**config.mk**
```make
export PLATFORM = sky130hd
export DESIGN_NAME = pwm_decoder
export DESIGN_NICKNAME = d
export VERILOG_FILES = /design/src/rtl/pwm_decoder.sv
export SDC_FILE = /design/constraint.sdc
export NUM_CORES = 1
export LEC_CHECK = 0
export ABC_AREA = 1
export CELL_PAD_IN_SITES_DETAIL_PLACEMENT = 0
export CELL_PAD_IN_SITES_GLOBAL_PLACEMENT = 1
export CORE_ASPECT_RATIO = 1.1
export CORE_UTILIZATION = 41
export DETAILED_ROUTE_END_ITERATION = 8
export GPL_ROUTABILITY_DRIVEN = 0
export PLACE_DENSITY_LB_ADDON = 0.1
export SYNTH_ARGS = -nofsm -noshare
export SYNTH_HDL_FRONTEND = slang
export SYNTH_SLANG_ARGS = --single-unit
```
**constraint.sdc**
```tcl
create_clock -name clk_3125KHz -period 1.8 [get_ports clk_3125KHz]
set_input_delay 0.36 -clock clk_3125KHz [delete_from_list [all_inputs] [get_ports clk_3125KHz]]
set_output_delay 0.36 -clock clk_3125KHz [all_outputs]
set_load 0.01 [all_outputs]
```
**src/rtl/pwm_decoder.sv**
```systemverilog
// PWM receiver: measures each period between rising edges of pwm_signal
// and recovers the duty code, with error and stuck-line flags.
//
// Ports:
//   clk_3125KHz  sole clock
//   rst_n        synchronous active-low reset
//   pwm_signal   asynchronous PWM input line
//   duty_cycle   last recovered duty code (high cycles per period)
//   duty_valid   one-cycle strobe when duty_cycle updates
//   period_err   one-cycle strobe on a short or overlong period
//   stuck_high   line held high for PERIOD or more cycles
//
// Optional: define PWM_DEC_GLITCH_FILTER_EN to add a 2-cycle stability
// filter after the synchronizer (rejects single-cycle glitches).
module pwm_decoder #(
  parameter int PERIOD = 16,
  parameter int DUTY_W = 4,
  parameter int CNT_W  = 5
) (
  input  logic              clk_3125KHz,
  input  logic              rst_n,
  input  logic              pwm_signal,
  output logic [DUTY_W-1:0] duty_cycle,
  output logic              duty_valid,
  output logic              period_err,
  output logic              stuck_high
);

  typedef enum logic {
    IDLE    = 1'b0,
    MEASURE = 1'b1
  } state_t;

  localparam logic [CNT_W-1:0] PER = CNT_W'(PERIOD);
  localparam logic [CNT_W-1:0] PER_M1 = CNT_W'(PERIOD - 1);

  logic sync1, sync2;
  logic pwm_s, pwm_d;
  logic rise, chg, hit;

  state_t            state, state_nx;
  logic [CNT_W-1:0]  period_cnt, period_nx;
  logic [DUTY_W-1:0] high_cnt, high_nx;
  logic [CNT_W-1:0]  lvl_cnt, lvl_nx;
  logic [DUTY_W-1:0] duty_nx;
  logic              valid_nx, err_nx, stuck_nx;
  logic              low_win;

  always_ff @(posedge clk_3125KHz) begin
    if (!rst_n) begin
      sync1 <= 1'b0;
      sync2 <= 1'b0;
    end else begin
      sync1 <= pwm_signal;
      sync2 <= sync1;
    end
  end

`ifdef PWM_DEC_GLITCH_FILTER_EN
  logic sync3, filt;

  // Follow the synchronizer only once it has held a value 2 cycles.
  always_ff @(posedge clk_3125KHz) begin
    if (!rst_n) begin
      sync3 <= 1'b0;
      filt  <= 1'b0;
    end else begin
      sync3 <= sync2;
      if (sync2 == sync3) filt <= sync2;
    end
  end

  assign pwm_s = filt;
`else
  assign pwm_s = sync2;
`endif

  assign rise = pwm_s & ~pwm_d;
  assign chg  = pwm_s ^ pwm_d;
  // Level run reaches PERIOD cycles on this edge (or already sits there).
  assign hit  = ~chg & (lvl_cnt >= PER_M1);

  always_comb begin
    state_nx  = state;
    period_nx = period_cnt;
    high_nx   = high_cnt;
    duty_nx   = duty_cycle;
    valid_nx  = 1'b0;
    err_nx    = 1'b0;
    stuck_nx  = stuck_high;
    low_win   = 1'b0;
    unique case (state)
      IDLE: begin
        if (rise) begin
          period_nx = CNT_W'(1);
          high_nx   = DUTY_W'(1);
          state_nx  = MEASURE;
        end else if (hit) begin
          if (!pwm_s) begin
            duty_nx  = '0;
            valid_nx = 1'b1;
            low_win  = 1'b1;
          end else begin
            stuck_nx = 1'b1;
          end
        end
      end
      MEASURE: begin
        if (rise) begin
          if (period_cnt == PER) begin
            duty_nx  = high_cnt;
            valid_nx = 1'b1;
          end else begin
            err_nx = 1'b1;
          end
          period_nx = CNT_W'(1);
          high_nx   = DUTY_W'(1);
        end else if (period_cnt == PER) begin
          err_nx   = 1'b1;
          state_nx = IDLE;
        end else begin
          period_nx = period_cnt + CNT_W'(1);
          high_nx   = high_cnt + DUTY_W'(pwm_s);
        end
      end
      default: state_nx = IDLE;
    endcase
    if (valid_nx || err_nx) stuck_nx = 1'b0;
  end

  always_comb begin
    lvl_nx = lvl_cnt;
    if (chg) begin
      lvl_nx = CNT_W'(1);
    end else if (low_win) begin
      lvl_nx = '0;
    end else if (lvl_cnt != PER) begin
      lvl_nx = lvl_cnt + CNT_W'(1);
    end
  end

  always_ff @(posedge clk_3125KHz) begin
    if (!rst_n) begin
      pwm_d      <= 1'b0;
      state      <= IDLE;
      period_cnt <= '0;
      high_cnt   <= '0;
      lvl_cnt    <= '0;
      duty_cycle <= '0;
      duty_valid <= 1'b0;
      period_err <= 1'b0;
      stuck_high <= 1'b0;
    end else begin
      pwm_d      <= pwm_s;
      state      <= state_nx;
      period_cnt <= period_nx;
      high_cnt   <= high_nx;
      lvl_cnt    <= lvl_nx;
      duty_cycle <= duty_nx;
      duty_valid <= valid_nx;
      period_err <= err_nx;
      stuck_high <= stuck_nx;
    end
  end

endmodule

```
**Yosys cells after proc, flatten, opt, wreduce, memory -nomap -nowiden**

Cells that the tools add are included.

- Flip-flop bits (word level): 25
- Input bits: 3
- Output and inout bits: 7
- Word-level logic and storage cells: 70

- Add/subtract/negate cells: 3
- $lt $le $gt $ge: 1
- Eq/ne operators: 9
- Mux-type cells: 30
- Bitwise logic cells: 8
- Reductions and logical operators: 7

Operators by type and width:

| cell | number |
|---|---|
| 4-bit two-way mux | 8 |
| 4-bit case mux with 2 select lines | 2 |
| 5-bit two-way mux | 3 |
| 1-bit two-way mux | 14 |
| 5-bit by 1-bit adder with 5-bit output (second input constant) | 2 |
| 2-bit != test (second input constant) | 5 |
| 5-bit case mux with 2 select lines | 1 |
| 5-bit equality test (second input constant) | 1 |
| 5-bit by 4-bit >= comparator with 1-bit output (second input constant) | 1 |
| 5-bit != test (second input constant) | 1 |
| 1-bit NOT | 5 |
| 5-bit AND reduction | 1 |
| 4-bit by 1-bit adder with 4-bit output | 1 |
| 1-bit case mux with 2 select lines | 2 |
| 4-bit AND reduction | 1 |
| 3-bit != test (second input constant) | 1 |
| 3-bit nonzero test | 1 |
| 3-bit OR reduction | 1 |
| 1-bit AND | 2 |
| 2-bit by 1-bit != test with 1-bit output (second input constant) | 1 |
| 2-bit AND reduction | 1 |
| 2-bit OR reduction | 1 |
| 1-bit logical OR | 1 |
| 1-bit bitwise XOR | 1 |

**Depth between registers and ports, before layout**

Gate-level depths: netlist (run 1).

- Depth in word-level cells: 8
- Gate-level depth with buffers: 12
- Gate-level depth less buffers: 12

**Worst setup path after synthesis (run 1)**

OpenSTA, ideal clock, no wires.

- Kind: register to register
- Start point: reg sync2, in the netlist pwm_s
- End point: reg duty_cycle[1]
- Data arrival time: 1,446 ps
- Slack: 241 ps
- Stages on the path, launching flop included: 9
- Period minus slack after synthesis: 1,559 ps
- Cell sequence: dfxtp_1 > ha_1 > inv_1 > ha_1 > o21bai_1 > a21oi_2 > nand2_2 > nor2_1 > nor2_1

- Cells in the longest elaborated chain, start to end: 5

RTL lines:

| what | line | text |
|---|---|---|
| start, declared | 37 | `logic sync1, sync2;` |
| start signal, assigned | 55 | `sync2 <= sync1;` |
| 1-bit bitwise XOR | 79 | `assign chg = pwm_s ^ pwm_d;` |
| 1-bit NOT | 81 | `assign hit = ~chg & (lvl_cnt >= PER_M1);` |
| 1-bit AND | 81 |  |
| 2-bit != test (no line) | - |  |
| 5-bit AND reduction (no line) (*) | - |  |
| end signal, assigned | 159 | `duty_cycle <= duty_nx;` |
| end, declared | 23 | `output logic [DUTY_W-1:0] duty_cycle,` |

Mark *: on every way between the ends. The rest lies on a longest branch, timed or not.
A chain may end at the register's enable or synchronous reset.

**Final worst setup path (run 1)**

- Start point: reg period_cnt[0]
- End point: reg stuck_high

- Cells in the longest elaborated chain, start to end: 6

RTL lines:

| what | line | text |
|---|---|---|
| start, declared | 42 | `logic [CNT_W-1:0] period_cnt, period_nx;` |
| start signal, assigned | 156 | `period_cnt <= period_nx;` |
| 5-bit equality test (*) | 110, 118 |  |
| 1-bit two-way mux, on equally long branches | 110, 118 |  |
| 1-bit two-way mux | 109 | `if (rise) begin` |
| 1-bit case mux with 2 select lines / 1-bit two-way mux (equally long branches) | 92 | `unique case (state)` |
| 1-bit logical OR (*) | 128 | `if (valid_nx \|\| err_nx) stuck_nx = 1'b0;` |
| 2-bit OR reduction (no line) (*) | - |  |
| end signal, assigned | 162 | `stuck_high <= stuck_nx;` |
| end, declared | 26 | `output logic stuck_high` |

Marks and branches as above.

==> run metrics, run 1 <==
status finished, final reports clean; Hold Path Class reg2reg; sequential share of the synthesized area 0.383; fin crit period 1.67 ns; Max stage delay on crit path 0.38 ns; # IOs 10; CP required 2.02 ns; Mean Syn Cell Area 7.38 µm²; count of hold-fix buffers inserted at cts 0; Synth area leader dfxtp_1; Leak Pwr 0.689 nW; post-route insts no fill 225; vias per cell 4.76; Post-synth EDFFs 0; DIE AREA 3420 µm²; Yosys cell types 24; Synthesis Warnings 0; ANT nets after route 0; Synth top cells by count inv_1, nor2_1, nand2_1, dfxtp_1, ha_1; first-pass iteration count of the detailed router 4; share of the synthesized area in the top cell type 0.383; top cells by area, synth dfxtp_1, ha_1, inv_1; Worst-Margin Slew 0.336 ns; largest net degree at the start of global routing 15; initial antenna violation count 0; CTS tree yes; final core utilization 0.486; n_diodes 0; max-slew violation count 0; Tcrit/Tclk final 0.929; final hold violation count 0; count of max-cap constraint violations 0; setup_tns 0 ns; Root Driver clkbuf_4; Worst Setup End Kind register; vias in the first global route 1021; total track usage 0.153; Die X 55.8 µm; Placed Cells 220; first-pass GRT wire length 4170 µm; CTS buffer count 3; syn nets 192; clock sink count 25; Peak VDD IR 0.398 mV; Worst Skew 0.00607 ns; post-DP HPWL 1840 µm; Pwr Density 667 nW/µm²; clock slew seen by the registers of the worst setup and hold paths 0.14 ns; DRC viols 0; ys async rst share 0; area grow syn2layout 13.5%; Synth Instances 177; Cell Area, Synth 1310 µm²; slew margin rel. 0.775; #FFs+latches synth 25; WL per Instance 10.6 µm; RSZ-0062 raised after global routing false; Data arrival, critical path 1.90 ns; share of cells above drive strength 1 0.131; routed vias 1071; Routed WL 2390 µm; CORE AREA 3050 µm²; filler cell count 319; Iteration-0 DRC Markers 18; num rows 21; Pwr Total 0.000989 W; final global-route overflow total 0; cell family with most CP delay simple AND/OR/NAND/NOR gates; Critical Path, Cell by Cell inv_1 > ha_1 > nand3_1 > inv_1 > ha_1 > or2_2 > nand4_1 > nor2_1; Primary FF master, synth dfxtp_1; Setup violations, final 0; CP max stage cell dfxtp_2; DIE HEIGHT 61.2 µm; final net count 207; Initial Util 0.429; CP bufs+invs 2; Max Clk Rate 598 MHz; worst-path maximum fanout 4; Worst setup SP type register; most common cell in the netlist inv_1; Worst-Skew Late Latency 0.31 ns; clk buf depth 2; Port Buffers 9; H-tree depth 1; Crit Path Category reg2reg
-- sequential cells by signal, indices dropped and copies added, names as in the netlist --
| register | cells |
|---|---|
| lvl_cnt | 5 |
| period_cnt | 5 |
| pwm_d | 1 |
| stuck_high | 1 |
| duty_cycle | 4 |
| sync1 | 1 |
| pwm_s | 1 |
| state | 1 |
| duty_valid | 1 |
| period_err | 1 |
| high_cnt | 4 |
-- per-stage QoR --
step	cell area (µm²)	setup slack, ns	hold slack, ns
detailed placement	1430	-0.00202	0.410
finish	1480	0.128	0.426
CTS	1450	0.0860	0.434
global route	1480	0.00409	0.444
floorplan	1310	0.241	0.390
global placement	1430	0.0239	0.407
-- tightest hold or removal path, stage by stage (launching register included) --
cell and delay (ns):
dfxtp_1 0.33, nand2_1 0.05, inv_1 0.03
-- repair_timing --
item / CTS / global route
endpoints found under the hold margin: 0 / 0
pin swaps: 0 / 1
setup buffers: 0 / 1
gates resized for setup: 1 / 8
endpoints found under the setup margin: 2 / 8
-- layer usage --
layer | vias up | wire length [µm] | GRT usage | share of wire
li1 | 586 | - | - | -
met1 | 474 | 1150 | 0.189 | 0.48
met2 | 9 | 1180 | 0.284 | 0.49
met3 | 2 | 41 | 0.0189 | 0.017
met4 | 0 | 14 | 0.0523 | 0.0059
met5 | - | 0 | 0 | 0
-- power breakdown --
| part | internal, W | switching, W |
|---|---|---|
| clock | 0.0000830 | 0.000166 |
| combinational | 0.0000625 | 0.0000845 |
| sequential | 0.000577 | 0.0000161 |
-- worst paths after layout --
check                              startpoint         end  slack [ns]  depth (start not counted)
worst min-delay path                    sync1       pwm_s        0.43                          2
worst min register to register          sync1       pwm_s        0.43                          2
worst max-delay path            period_cnt[0]  stuck_high        0.13                          8
worst max register to register  period_cnt[0]  stuck_high        0.13                          8
-- layout by cell type, fill, tap and decap left out, types with 2 or more instances in the layout --
cell / count
inv_1: 31
nor2_1: 30
nand2_1: 26
dfxtp_1: 22
ha_1: 11
clkdlybuf4s50_1: 9
nand3_1: 8
o21ai_0: 7
a21oi_1: 7
nand4_1: 4
or2_2: 4
buf_4: 4
nand2_2: 3
nor3_1: 3
clkbuf_4: 3
dfxtp_2: 3
or2_0: 2
o21bai_1: 2
-- cells by family (layout without fill, tap and decap cells) --
| logic type | count (synthesis) | after routing | share of synthesized area |
|---|---|---|---|
| and+or+nand+nor | 84 | 84 | 0.288 |
| buffers and inverters | 35 | 49 | 0.120 |
| DFF | 25 | 25 | 0.383 |
| AOI/OAI and AO/OA | 21 | 21 | 0.0939 |
| adders and majority gates | 12 | 12 | 0.115 |
-- area by class of cell --
type / instances / area [µm²] / area share
inverters: 32 / 120 / 0.0810
clock inverters: 1 / 5.00 / 0.00338
multi-input cells: 117 / 668 / 0.451
repair buffers: 13 / 120 / 0.0810
well taps: 34 / 42.5 / 0.0287
clock buffers: 3 / 22.5 / 0.0152
flip-flops and latches: 25 / 504 / 0.340
(Power assumes the default switching activity.)
==> run 2: changes to the inputs <==
- CAP_MARGIN: not set -> 5
==> results of run 2 <==
Final layout, timing and power as in run 1 (identical DEF).
==> run 3: changes to the inputs <==
- ABC_CLOCK_PERIOD_IN_PS: not set -> 1500
- CORE_UTILIZATION: 41 -> 37
- CTS_BUF_LIST: not set -> sky130_fd_sc_hd__clkbuf_8 sky130_fd_sc_hd__clkbuf_16
- clock period: 1.8 -> 1.5 ns (I/O delays scaled with it)
==> run 3 against run 2 <==
Net effect:
- die area grew 10%
- sequential share of layout area shrank 6.5 points
- critical path type unchanged
- highest routed layer unchanged
- largest power group unchanged
- fmax up 12%
- via count rose by 12%
- first-iteration DRC count rose to 2.9 times the previous value
- cell area up 25%
- register-to-register slack worse by 0.12 ns
- sequential power rose by 21%
==> run metrics, run 3 (synthesis gave the netlist of run 1 again) <==
count of hold-fix buffers inserted at cts 0; CTS buffer count 3; Worst Skew 0.00516 ns; Sequential Power Share 0.511; R2R Path End duty_cycle[3]; status finished, final reports clean; area grow syn2layout 41.8%; design area 1850 µm²; clk buf depth 2; Peak VDD IR 0.338 mV; final net count 229; initial antenna violation count 0; share of cells above drive strength 1 0.371; Die X 58.7 µm; slew margin rel. 0.768; vias in the first global route 1188; final hold violation count 0; total track usage 0.176; Tcrit/Tclk final 0.995; max-slew violation count 0; fin crit period 1.49 ns; Worst setup SP type register; Leak Pwr 0.843 nW; routed vias 1201; Max Clk Rate 670 MHz; Hold Path Cell Cnt 2; most frequent cells in the layout nor2_1, buf_4, inv_1, nand2_1, dfxtp_1; Worst-Skew Late Latency 0.27 ns; n_diodes 0; Psw 0.000385 W; design internal power 0.00101 W; H-tree depth 1; post-DP HPWL 2160 µm; count of max-cap constraint violations 0; biggest registers after layout lvl_cnt (5), period_cnt (5); Critical Path, Cell by Cell inv_2 > ha_4 > inv_4 > ha_4 > o21bai_4 > a21oi_4 > nand2_4 > nand2_2 > nand2_2 > nor2_2; filler cell count 331; Routed WL 2910 µm; clock slew seen by the registers of the worst setup and hold paths 0.09 ns; num rows 22; RSZ-0062 raised after global routing true; Clk network pwr share 0.293; first-pass GRT wire length 5060 µm; vias per cell 4.60; # IOs 10; CORE AREA 3360 µm²; Iteration-0 DRC Markers 52; worst-path maximum fanout 6; commonest non-fill, non-tap cell in the layout nor2_1; Port Buffers 9; ANT nets after route 0; CTS tree yes; final global-route overflow total 0; Reg2Reg Depth 10; Pwr Density 756 nW/µm²; Worst Setup End Kind register; Initial Util 0.389; CP max stage cell dfxtp_2; Worst-Margin Slew 0.347 ns; Hold Path Class reg2reg; WL per Instance 11.1 µm; Placed Cells 253; CP required 1.72 ns; DIE AREA 3770 µm²; Setup violations, final 0; largest net degree at the start of global routing 15; post-route insts no fill 261; Crit Path Category reg2reg; DRC viols 0; placed standard-cell area 1600 µm²; Reg2Reg Setup Slack 0.008 ns; Root Driver clkbuf_8; hold_sp sync1; DIE HEIGHT 64.3 µm; final core utilization 0.551; first-pass iteration count of the detailed router 4; Max stage delay on crit path 0.33 ns; Net Sw Frac 0.275; Logic pwr share 0.196; Data arrival, critical path 1.72 ns; worst r2r src pwm_d; Worst Hold End pwm_s; clock sink count 25
==> run 3: per-stage QoR <==
step / total power, W / TNS (ns) / hold WS (ns) / worst slack, ns
2_1_floorplan: 0.000846 / 0 / 0.390 / 0.000644
3_3_place_gp: 0.000930 / -0.688 / 0.420 / -0.212
3_5_place_dp: 0.000935 / -0.934 / 0.420 / -0.229
4_1_cts: 0.00136 / -0.0483 / 0.434 / -0.0335
5_1_grt: 0.00148 / -0.475 / 0.453 / -0.0756
6_report: 0.00140 / 0 / 0.428 / 0.00820
==> run 3: metal layers <==
layer  GRT usage  up-vias  wire length (µm)
li1            -      631                 -
met1       0.208      552              1290
met2       0.319       13              1520
met3      0.0243        5                55
met4      0.0625        0                44
met5           0        -                 0
==> run 3: layout make-up <==
cell class | instances | area (µm²) | area share
clock buffers | 3 | 41.3 | 0.0223
clock inverters | 1 | 5.00 | 0.00270
inverters | 32 | 125 | 0.0676
multi-input cells | 118 | 823 | 0.445
flip-flops and latches | 25 | 509 | 0.275
well taps | 48 | 60.1 | 0.0324
repair buffers | 34 | 288 | 0.155
==> run 3: timing repair <==
action	CTS	global route
gates cloned	0	1
buffers inserted	1	2
pin swaps	13	18
endpoints found under the hold margin	0	0
setup endpoints to repair	13	21
resized for setup	20	35
==> run 3: worst max-delay path, delay by kind of cell (launching register included) <==
| family | cells | cell delay, ns |
|---|---|---|
| AND/OR/NAND/NOR | 4 | 0.30 |
| adder cells (fa/ha/maj) | 2 | 0.35 |
| flip-flops | 1 | 0.33 |
| AO/OA/AOI/OAI | 2 | 0.33 |
| buffers and inverters | 2 | 0.11 |
==> run 3: how the worst max path moves through the flow <==
stage	from	endpoint	cells past startpoint
global placement	pwm_d	high_cnt[2]	10
floorplan	pwm_s	duty_cycle[1]	8
global route	lvl_cnt[0]	stuck_high	10
CTS	pwm_d	duty_cycle[2]	10
finish	pwm_d	duty_cycle[3]	10
detailed placement	pwm_d	high_cnt[2]	10
==> run 3: power by group through the flow <==
| stage | Clock (W) | Combinational, W | Sequential [W] |
|---|---|---|---|
| 2_1_floorplan | 0 | 0.000122 | 0.000724 |
| 3_3_place_gp | 0 | 0.000209 | 0.000721 |
| 3_5_place_dp | 0 | 0.000213 | 0.000723 |
| 4_1_cts | 0.000423 | 0.000228 | 0.000712 |
| 5_1_grt | 0.000454 | 0.000305 | 0.000719 |
| 6_report | 0.000411 | 0.000274 | 0.000715 |
